--- src/rtl/csc_coef_ctl.sv ---
// csc_coef_ctl
//   Coefficient bank controller for the 3x3 colour-space-conversion datapath.
//   A shadow bank is written over a simple config port; a COMMIT request copies
//   it into the active bank that drives csc A00..A22. The copy happens only on a
//   frame boundary, found by snooping the csc x0 stream handshake, so a frame is
//   never converted with a mix of old and new coefficients.
//
// Ports
//   clk        : clock, rising edge
//   rst        : asynchronous reset, active high
//   cfg_we     : config write strobe
//   cfg_addr   : 0..8 coef A{r}{c} at 3r+c, 9 = COMMIT, 10..15 no-op
//   cfg_wdata  : coefficient write data
//   cfg_rdata  : shadow coef at cfg_addr (combinational), 0 for addr >= 9
//   cfg_busy   : commit pending; config writes are dropped while high
//   x0_mflags  : snooped master flags [0]=valid [1]=sop [2]=eop [3]=unused
//   x0_sflags  : snooped slave flags  [0]=stall [1]=unused
//   coef       : active bank, A{r}{c} = coef[(3r+c)*W +: W]
//   swap       : one-cycle pulse after the active bank was updated
//   in_frame   : high between the sop beat and the eop beat
//   frame_cnt  : number of eop beats, wrapping
//   proto_err  : sticky, sop beat seen while already in a frame
module csc_coef_ctl #(
  parameter int unsigned W     = 16,
  parameter int unsigned UNITY = 1 << (W - 2),
  parameter int unsigned CNT_W = 16
) (
  input  logic             clk,
  input  logic             rst,
  input  logic             cfg_we,
  input  logic [3:0]       cfg_addr,
  input  logic [W-1:0]     cfg_wdata,
  output logic [W-1:0]     cfg_rdata,
  output logic             cfg_busy,
  input  logic [3:0]       x0_mflags,
  input  logic [1:0]       x0_sflags,
  output logic [9*W-1:0]   coef,
  output logic             swap,
  output logic             in_frame,
  output logic [CNT_W-1:0] frame_cnt,
  output logic             proto_err
);

  typedef enum logic {
    S_IDLE,
    S_PEND
  } state_t;

  state_t           r_state;
  logic [W-1:0]     r_shadow [9];
  logic [W-1:0]     r_active [9];
  logic             r_busy;
  logic             r_swap;
  logic             r_in_frame;
  logic [CNT_W-1:0] r_frame_cnt;
  logic             r_proto_err;

  logic w_beat;
  logic w_sop_b;
  logic w_eop_b;
  logic w_safe;
  logic w_commit;
  logic w_unused;

  assign w_beat   = x0_mflags[0] & ~x0_sflags[0];
  assign w_sop_b  = w_beat & x0_mflags[1];
  assign w_eop_b  = w_beat & x0_mflags[2];
  // Safe to swap at the closing edge of a frame, or when no frame is open and
  // none is starting this cycle (a starting frame must keep the old bank).
  assign w_safe   = w_eop_b | (~r_in_frame & ~w_sop_b);
  assign w_commit = cfg_we & (cfg_addr == 4'd9);
  assign w_unused = ^{x0_mflags[3], x0_sflags[1]};

  // Identity matrix: diagonal entries sit at flat indices 0, 4 and 8.
  function automatic logic [W-1:0] ident(input int unsigned idx);
    return ((idx % 4) == 0) ? W'(UNITY) : '0;
  endfunction

  always_ff @(posedge clk or posedge rst) begin
    if (rst) begin
      r_state     <= S_IDLE;
      r_busy      <= 1'b0;
      r_swap      <= 1'b0;
      r_in_frame  <= 1'b0;
      r_frame_cnt <= '0;
      r_proto_err <= 1'b0;
      for (int unsigned i = 0; i < 9; i++) begin
        r_shadow[i] <= ident(i);
        r_active[i] <= ident(i);
      end
    end else begin
      r_swap <= 1'b0;

      // Frame tracking; eop wins over sop so a single-beat frame leaves in_frame low.
      if (w_eop_b) begin
        r_in_frame  <= 1'b0;
        r_frame_cnt <= r_frame_cnt + CNT_W'(1);
      end else if (w_sop_b) begin
        r_in_frame <= 1'b1;
      end
      if (w_sop_b && r_in_frame) begin
        r_proto_err <= 1'b1;
      end

      case (r_state)
        S_IDLE: begin
          for (int unsigned i = 0; i < 9; i++) begin
            if (cfg_we && (cfg_addr == 4'(i))) begin
              r_shadow[i] <= cfg_wdata;
            end
          end
          if (w_commit) begin
            r_state <= S_PEND;
            r_busy  <= 1'b1;
          end
        end
        S_PEND: begin
          if (w_safe) begin
            for (int unsigned i = 0; i < 9; i++) begin
              r_active[i] <= r_shadow[i];
            end
            r_state <= S_IDLE;
            r_busy  <= 1'b0;
            r_swap  <= 1'b1;
          end
        end
        default: begin
          r_state <= S_IDLE;
          r_busy  <= 1'b0;
        end
      endcase
    end
  end

  always_comb begin
    cfg_rdata = '0;
    for (int unsigned i = 0; i < 9; i++) begin
      if (cfg_addr == 4'(i)) begin
        cfg_rdata = r_shadow[i];
      end
    end
  end

  always_comb begin
    coef = '0;
    for (int unsigned i = 0; i < 9; i++) begin
      coef[i*W +: W] = r_active[i];
    end
  end

  assign cfg_busy  = r_busy;
  assign swap      = r_swap;
  assign in_frame  = r_in_frame;
  assign frame_cnt = r_frame_cnt;
  assign proto_err = r_proto_err;

endmodule
--- config.mk ---
export PLATFORM = sky130hd
export DESIGN_NAME = csc_coef_ctl
export DESIGN_NICKNAME = d
export VERILOG_FILES = /design/src/rtl/csc_coef_ctl.sv
export SDC_FILE = /design/constraint.sdc
export NUM_CORES = 1
export LEC_CHECK = 0
export CAP_MARGIN = 15
export CORE_ASPECT_RATIO = 0.6
export CORE_MARGIN = 4
export CORE_UTILIZATION = 35
export DETAILED_ROUTE_END_ITERATION = 7
export GPL_TIMING_DRIVEN = 0
export HOLD_SLACK_MARGIN = 0.1
export REMOVE_ABC_BUFFERS = 1
export SLEW_MARGIN = 20
export SYNTH_ARGS = -nofsm -noshare
export SYNTH_HDL_FRONTEND = slang
export SYNTH_SLANG_ARGS = --single-unit
--- constraint.sdc ---
create_clock -name clk -period 34.8 [get_ports clk]
set_input_delay 10.44 -clock clk [delete_from_list [all_inputs] [get_ports clk]]
set_output_delay 10.44 -clock clk [all_outputs]
set_load 0.02 [all_outputs]
======== Word-level counts from Yosys, hierarchy flattened ========
Index checks and enable logic that the tools add are counted.
operators by class
  add/sub/neg operators ................... 1
  equal/unequal tests ..................... 11
  multiplexer cells ....................... 19
  bitwise logic cells ..................... 10
  reduce and logical (&&, ||, !) cells .... 23
operator list
  operator                                                                 number
  16-bit 2-to-1 mux                                                        9
  2-bit AND reduction                                                      11
  16-bit by 1-bit adder with 16-bit output, second input constant          1
  4-bit by 3-bit == test with 1-bit output, second input constant          4
  1-bit logical AND                                                        10
  4-bit by 2-bit == test with 1-bit output, second input constant          2
  4-bit == test, second input constant                                     2
  1-bit 2-to-1 mux                                                         8
  1-bit AND                                                                5
  4-bit by 1-bit == test with 1-bit output, second input constant          1
  4-bit zero test                                                          1
  1-bit inverter                                                           4
  1-bit one-hot mux with 2 select lines                                    2
  2-bit by 1-bit inequality test with 1-bit output, second input constant  1
  2-bit inequality test, second input constant                             1
  2-bit nonzero test                                                       1
  1-bit OR                                                                 1
storage, ports and cells
  bits in registers ....................... 309
  input bits .............................. 29
  logic and storage cells ................. 88

======== Logic depth before layout (Yosys ltp) ========
Gate-level depths: netlist of the first run.
  depth after elaboration ................. 10
  depth in mapped cells ................... 7
  depth with buffers taken out ............ 5

======== Least setup slack after synthesis of the first run ========
OpenSTA, ideal clock, no wires.
  kind .................................... in2out
  from .................................... input cfg_addr[1]
  to ...................................... output cfg_rdata[10]
  data arrival time ....................... 11.716 ns
  data required time ...................... 24.360 ns
  path slack .............................. 12.644 ns
  cell stages on the path ................. 6
  path buffers ............................ 2
  path through ............................ or3_1 clkbuf_1 buf_2 o22ai_1 a21oi_1 o221ai_1
on the way
  word-level cells in the longest chain between the ends .. 10
  elaborated cells between the ends (all ways) .. 18
  classes of those cells .................. eq/ne: 8; mux: 9; reduce/logical: 1
ends and longest elaborated chain
  element                          line  RTL
  start, declared                  31    input logic [3:0] cfg_addr,
  4-bit zero test                  138   if (cfg_addr == 4'(i)) begin
  16-bit 2-to-1 mux (8 in series)  138
  16-bit 2-to-1 mux (*)            138
  end, declared                    33    output logic [W-1:0] cfg_rdata,
Every way passes the cells marked *; elsewhere a longest branch is shown, timed or not.

======== Worst setup path after layout of the first run ========
  from .................................... input cfg_addr[1]
  to ...................................... output cfg_rdata[6]
The elaborated chain is that of the path after synthesis.

==> impl_summary.log, run 1 <==
[metrics] global route total overflow: 0
[metrics] number of synthesized flops with an enable pin: 0
[metrics] global-route wire length before repair: 54.8 mm
[metrics] core area: 36,600 um^2
[metrics] critical path class: input port to primary output
[metrics] Reg2Reg Depth: 5
[metrics] number of max-cap violations: 0
[metrics] met3 demand-to-capacity share in global routing: 0.0459
[metrics] count of mapped cells out of synthesis: 906
[metrics] source of the worst register-to-register timing path: r_state
[metrics] Die Wd: approximately 260 um
[metrics] number of H-tree branching levels: 1
[metrics] last weighted congestion value of the routability-driven placer: 0.763
[metrics] Gates resized, CTS repair: 0
[metrics] largest net degree at the start of global routing: between 100 and 150
[metrics] reg2reg end: r_shadow[83]
[metrics] detailed-route wire length: approximately 37 mm
[metrics] count of endpoints failing setup in the final report: 0
[metrics] largest area contributor in the netlist: sky130_fd_sc_hd__dfrtp_1
[metrics] CTS Sinks: around 300
[metrics] switching part of the total: 0.311
[metrics] first-pass iteration count of the detailed router: 4
[metrics] crit path launch type: input port
[metrics] number of synthesized register bits: approximately 310
[metrics] Top FF cell, synth: sky130_fd_sc_hd__dfrtp_1
[metrics] arrival time reported for the critical path endpoint: roughly 13 ns
[metrics] type of element capturing the critical path: primary output
[metrics] Min-Delay Path Class: flip-flop to flip-flop
[metrics] DR vias: 8,098
[metrics] Yosys top cell area share: 0.580
[metrics] sink of the worst hold path: proto_err
[metrics] clk_lat worst skew: around 0.58 ns
[metrics] maximum resistive drop on vdd: 0.0422 mV
[metrics] final sum of negative setup slack: 0 ns
[metrics] Antenna Violating Nets Remaining: 0
[metrics] fraction of final layout cells sized beyond drive strength 1: 0.354
[metrics] area added between synthesis and finish: 30.5%
[metrics] total internal power: approximately 0.91 mW
[metrics] sequential-to-total area share from yosys stat: 0.592
[metrics] post-DP HPWL: roughly 24 mm
[metrics] post-synth cell types: 46
[metrics] clock buffer count from CTS: 31
[metrics] number of cells after detailed placement: ~1,600
[metrics] sequential fraction of design power: 0.412
[metrics] required time at the endpoint of the critical path: ~24 ns
[metrics] Detailed Route Iter0 Violations: approximately 470
[metrics] Static Leak: 7.60 nW
[metrics] Worst Hold Depth: 1
[metrics] antenna violations before repair: 0
[metrics] # port buffers: roughly 210
[metrics] ys async rst share: 1.00
[metrics] share of the clock period used by the worst path: 0.681
[metrics] commonest non-fill, non-tap cells in the layout: sky130_fd_sc_hd__dfrtp_1, sky130_fd_sc_hd__mux2_2, sky130_fd_sc_hd__clkdlybuf4s50_1, sky130_fd_sc_hd__mux2i_1, sky130_fd_sc_hd__nand2_1
[metrics] Mapped Area: 13,100 um^2
[metrics] post-DR wirelength/cell: ~22 um
[metrics] largest fanout of any net on the critical path: 26
[metrics] Final Max Tran Viols: 0
[metrics] timing-limited maximum frequency: 42.2 MHz
[metrics] worst slew slack as a fraction of its limit: 0.251
[metrics] Least-Margin Pin Slew: 1.12 ns
[metrics] Final Non-Filler Cells: about 1,600
[metrics] count of final hold-check violations: 0
[metrics] die height: about 160 um
[metrics] Combinational Power Share: 0.314
[metrics] P_sw: between 0.4 and 0.5 mW
[metrics] count of nets after finishing: roughly 1,100
[metrics] power per unit of standard cell area: between 70 and 80 nW/um^2
[metrics] yosys warns: 0
[metrics] unrepaired setup endpoints after global routing: false
[metrics] Via density: slightly below 5
[metrics] commonest non-fill, non-tap cell in the layout: sky130_fd_sc_hd__dfrtp_1
[metrics] number of buffers inserted to repair setup after CTS: 0
[metrics] Post-Synthesis Mean Instance Area: ~14 um^2
[metrics] GRT Util Overall: 0.177
[metrics] register clock-pin slew on the reported worst setup and hold paths: roughly 0.06 ns
[metrics] hold-fix buffers at CTS: 0
[metrics] critical hold path startpoint: proto_err
[metrics] busiest layer in global routing: met2
[metrics] clk buf depth: 3
[metrics] minimum period implied by the final worst setup slack: about 24 ns
[metrics] number of global-route vias before repair: around 8,400
[metrics] number of placed I/O pins: 209
[metrics] met2 demand-to-capacity share in global routing: 0.289
[metrics] starting density of the core: 0.357
[metrics] site row count: 54
[metrics] FILL cells: around 3,300
[metrics] Root Buffer Master: sky130_fd_sc_hd__clkbuf_16
[metrics] Worst Skew: between 0.01 and 0.015 ns
[metrics] met1 Usage GRT: 0.246
[metrics] proportion of power drawn by the clock network: 0.274
[metrics] reg-to-reg setup timing slack: about 33 ns
[metrics] DRC errors left: 0
[metrics] clock tree from TritonCTS: done
[metrics] die footprint: between 40,000 and 50,000 um^2
[metrics] largest cells by area after synthesis: sky130_fd_sc_hd__dfrtp_1, sky130_fd_sc_hd__mux2_2, sky130_fd_sc_hd__mux2i_1, sky130_fd_sc_hd__buf_2, sky130_fd_sc_hd__dfstp_2
[metrics] status: finished clean
power groups by stage:
stage	Clock [mW]	Sequential, mW	Combinational (mW)
final	0.362	0.545	0.415
after global routing	0.387	0.560	0.440
after CTS	0.373	0.546	0.422
after detailed placement	0	0.552	0.420
after global placement	0	0.549	0.416
after floorplan	0	0.620	0.136
synthesized netlist by cell type, types with 2 or more instances:
library cell / count
sky130_fd_sc_hd__dfrtp_1: 303
sky130_fd_sc_hd__mux2_2: 278
sky130_fd_sc_hd__mux2i_1: 48
sky130_fd_sc_hd__nand2_1: 41
sky130_fd_sc_hd__buf_2: 32
sky130_fd_sc_hd__or2_2: 17
sky130_fd_sc_hd__a21oi_1: 16
sky130_fd_sc_hd__a2bb2oi_1: 16
sky130_fd_sc_hd__o21ai_0: 16
sky130_fd_sc_hd__o221ai_1: 16
sky130_fd_sc_hd__o22ai_1: 16
sky130_fd_sc_hd__mux2_4: 10
sky130_fd_sc_hd__nor2_1: 9
sky130_fd_sc_hd__xnor2_1: 9
sky130_fd_sc_hd__buf_4: 8
sky130_fd_sc_hd__clkbuf_1: 7
sky130_fd_sc_hd__dfstp_2: 6
sky130_fd_sc_hd__nand3_1: 6
sky130_fd_sc_hd__xor2_1: 6
sky130_fd_sc_hd__inv_1: 5
sky130_fd_sc_hd__and3_1: 4
sky130_fd_sc_hd__nand2_2: 3
sky130_fd_sc_hd__nand4_1: 3
sky130_fd_sc_hd__a32o_1: 2
sky130_fd_sc_hd__and3b_1: 2
sky130_fd_sc_hd__buf_1: 2
sky130_fd_sc_hd__buf_6: 2
sky130_fd_sc_hd__nand2b_1: 2
sky130_fd_sc_hd__nand3b_1: 2
sky130_fd_sc_hd__nor2b_1: 2
sky130_fd_sc_hd__nor3_1: 2
flip-flops by register name, indices dropped and copies added, names as in the netlist:
register and flops:
r_shadow 144, proto_err 1, coef 144, r_state 1, frame_cnt 16, swap 1
cfg_busy 1, in_frame 1
logic make-up (layout without fill, tap and decap cells):
family,Yosys count,in the layout,synth area share
adders and majority gates,1,1,0.000957
buffers and inverters,56,284,0.0226
other,0,1,0
xor gates and xnor gates,15,15,0.0100
DFF,309,309,0.592
and+or+nand+nor,105,105,0.0429
AOI/OAI and AO/OA,84,84,0.0438
muxes,336,336,0.288
worst max path at each step:
stage               endpoint  slack [ns]         from  depth (start not counted)
5_1_grt         cfg_rdata[6]       11.01  cfg_addr[1]                          6
2_1_floorplan   cfg_rdata[0]       12.46  cfg_addr[3]                          4
4_1_cts        cfg_rdata[10]       11.06  cfg_addr[1]                          6
3_3_place_gp   cfg_rdata[10]        6.70  cfg_addr[0]                          6
3_5_place_dp    cfg_rdata[6]       11.06  cfg_addr[1]                          6
6_report        cfg_rdata[6]       11.10  cfg_addr[1]                          6
metal layers:
layer  part of all wire  wire length, um
met3              0.063             2310
met5                  0                0
met2               0.46            16800
met4              0.017              631
met1               0.46            16900
cell type report:
cell class                 count  area [um^2]  area share
timing repair buffer         223         2490       0.146
clock buffer                  41          873      0.0512
antenna                        1         2.50    0.000147
multi-input combinational    541         5070       0.297
clock inverter                15          225      0.0132
sequential                   309         7740       0.454
inverter                       5         26.3     0.00154
tap                          504          631      0.0370
worst max-delay path, stage by stage:
cell and delay (ns):
sky130_fd_sc_hd__buf_2 0.54, sky130_fd_sc_hd__nand2b_1 0.94, sky130_fd_sc_hd__a2bb2oi_1 0.19, sky130_fd_sc_hd__o21ai_0 0.09, sky130_fd_sc_hd__o221ai_1 0.34, sky130_fd_sc_hd__clkdlybuf4s50_1 0.67
per-stage QoR:
| stage | utilization | hold WS, ns | worst slack (ns) | cell area [um^2] | total power, mW |
|---|---|---|---|---|---|
| after floorplan | - | 0.490 | 12.46 | 12800 | 0.757 |
| after global placement | 0.423 | 0.446 | 6.70 | 15500 | 0.965 |
| after detailed placement | 0.436 | 0.451 | 11.06 | 16000 | 0.972 |
| after CTS | 0.466 | 0.467 | 11.06 | 17100 | 1.34 |
| after global routing | 0.466 | 0.486 | 11.01 | 17100 | 1.39 |
| final | 0.466 | 0.464 | 11.10 | 17100 | 1.32 |
Power figures use the tool's default switching activity.
==> inputs of run 2 (changes only) <==
==> constraint.sdc (replaced) <==
create_clock -name clk -period 22.7 [get_ports clk]
set_input_delay 6.81 -clock clk [delete_from_list [all_inputs] [get_ports clk]]
set_output_delay 6.81 -clock clk [all_outputs]
set_load 0.02 [all_outputs]
==> results of run 2 <==
The final DEF is identical to that of run 1. Status: finished clean.
Main changes from that run: setup slack after placement 11.06 ns -> 6.22 ns; setup slack after layout 11.10 ns -> 6.26 ns; register-to-register setup slack 32.75 ns -> 20.65 ns; total power 1.32 mW -> 2.03 mW; worst IR drop on VDD 0.0422 mV -> 0.0647 mV
==> inputs of run 3 (changes only) <==
==> constraint.sdc (replaced) <==
create_clock -name clk -period 14.8 [get_ports clk]
set_input_delay 4.44 -clock clk [delete_from_list [all_inputs] [get_ports clk]]
set_output_delay 4.44 -clock clk [all_outputs]
set_load 0.02 [all_outputs]
==> results of run 3 <==
The final DEF is identical to that of run 1. Status: finished clean.
Main changes from that run: setup slack after placement 11.06 ns -> 3.06 ns; setup slack after layout 11.10 ns -> 3.10 ns; register-to-register setup slack 32.75 ns -> 12.75 ns; total power 1.32 mW -> 3.11 mW; worst IR drop on VDD 0.0422 mV -> 0.0992 mV
==> variant (config.mk and constraints of run 2) <==
`W`: 16 -> 18.
--- a/src/rtl/csc_coef_ctl.sv
+++ b/src/rtl/csc_coef_ctl.sv
@@ -21,7 +21,7 @@
 //   frame_cnt  : number of eop beats, wrapping
 //   proto_err  : sticky, sop beat seen while already in a frame
 module csc_coef_ctl #(
-  parameter int unsigned W     = 16,
+  parameter int unsigned W     = 18,
   parameter int unsigned UNITY = 1 << (W - 2),
   parameter int unsigned CNT_W = 16
 ) (
Ports: changed (resized cfg_rdata, cfg_wdata and coef); port bits go from 209 to 231. The function was not compared with the original's and may differ.
==> variant against run 2 <==
Cell area rose by 8.1%. Routed wire length rose by 9.4%. Count of clock-buffer cells in the layout rose by 8. Clock power rose by 4%. Fmax fell by 3.8%. Sequential cell count rose by 36. Combinational power rose by 12%. Worst setup slack got worse by 640 ps. Synthesized area rose by 9.8%. Total power rose by 9.7%. Largest cell class unchanged.
==> variant: results (changes against run 2) <==
[global_route]
grt_max_degree=95  ; was 103
globalRouteTotalUtil=0.180  ; was 0.177
grt_pass1_wl_mm=60.7  ; was 54.8 mm
grt_pass1_vias=9433  ; was 8368

[yosys]
synth.area.top_cells=dfrtp_1 59%, mux2_2 26%, mux2i_1 3.0%, dfstp_2 1.1%, buf_2 1.1%  ; was dfrtp_1 58%, mux2_2 24%, mux2i_1 3.7%, buf_2 1.2%, dfstp_2 1.2%

[clock_tree]
cts_buffers=36  ; was 31
clk_latency_ps=520  ; was 580 ps
cts_max_level=2  ; was 1

[final_layout]
final_cell_count_no_fill=1748  ; was 1639
drive_gt1_frac=0.359  ; was 0.354
nets=1225  ; was 1141

[placement]
hpwlAfterDp_mm=25.9  ; was 23.8 mm
io_buffers=228  ; was 206
gp_congestion=0.709  ; was 0.763
dpl-instance-area_um2=17300  ; was 16000 um2

[worst_setup_path]
cp_slowest_stage_delay_ps=1000  ; was 940 ps
cp-startpoint=cfg_addr[2]  ; was cfg_addr[1]
worstReg2RegStart=in_frame  ; was r_state
worst-r2r-setup-slack_ps=20340  ; was 20650 ps
reg2reg_to=coef[6]  ; was r_shadow[83]

[route]
routed_wirelength_mm=40.2  ; was 36.7 mm

[outcome]
outcome=complete, no violations  ; unchanged

[floorplan]
start_util=0.354  ; was 0.357

[pwr]
ir_worst_vdd_v=0.0000538  ; was 0.0000647 V
p_leak_nw=8.13  ; was 7.60 nW

[variant: cell count changes after synthesis, moves of 6 or more]
| cell | delta |
|---|---|
| a21oi_1 | -6 |
| o22ai_1 | -13 |
| a2bb2oi_1 | -14 |
| nor2b_1 | +6 |
| or2_2 | -16 |
| mux2_2 | +53 |
| dfrtp_1 | +36 |
| mux2_4 | -10 |
| nand2_1 | -7 |
| a22oi_1 | +20 |
| o221ai_1 | -12 |
[variant: layer usage]
layer / vias up / track usage / wire (um)
met4: 0 / 0.0427 / 698
met1: 4656 / 0.249 / 18800
met2: 207 / 0.283 / 18000
li1: 3951 / - / -
met5: - / 0 / 0
met3: 42 / 0.0497 / 2680
[variant: layout make-up]
cell class                      instances  area, um2
Inverter                                7       38.8
Timing Repair Buffer                  239       2530
Clock buffer                           49       1020
Clock inverter                         13        106
Multi-Input combinational cell        564       5450
Fill cell                            3691      22100
Sequential cell                       345       8640
Tap cell                              531        664
[variant: logic make-up after synthesis]
group	count (synthesis)	share of synthesized area
mux	379	0.297
buf+inv	55	0.0205
flops	345	0.602
simple gates	97	0.0346
compound gates	72	0.0356
xor+xnor	15	0.00915
fa+ha+maj	1	0.000871
[variant: where the power goes]
part / internal [mW] / switching (mW) / total [mW]
sequential: 0.811 / 0.127 / 0.937
clock: 0.328 / 0.247 / 0.575
combinational: 0.383 / 0.328 / 0.711
[variant: worst max-delay path by stage]
stage	end	slack, ps
3_5_place_dp	cfg_rdata[14]	5640
2_1_floorplan	cfg_busy	6330
4_1_cts	cfg_rdata[14]	5630
3_3_place_gp	coef[1]	1720
6_report	cfg_rdata[0]	5610
5_1_grt	cfg_rdata[0]	5430
[variant: metrics by stage]
stage,hold WS (ps),total power [mW]
floorplan,491,1.30
global placement,445,1.66
detailed placement,465,1.67
CTS,478,2.26
global route,501,2.34
finish,477,2.22
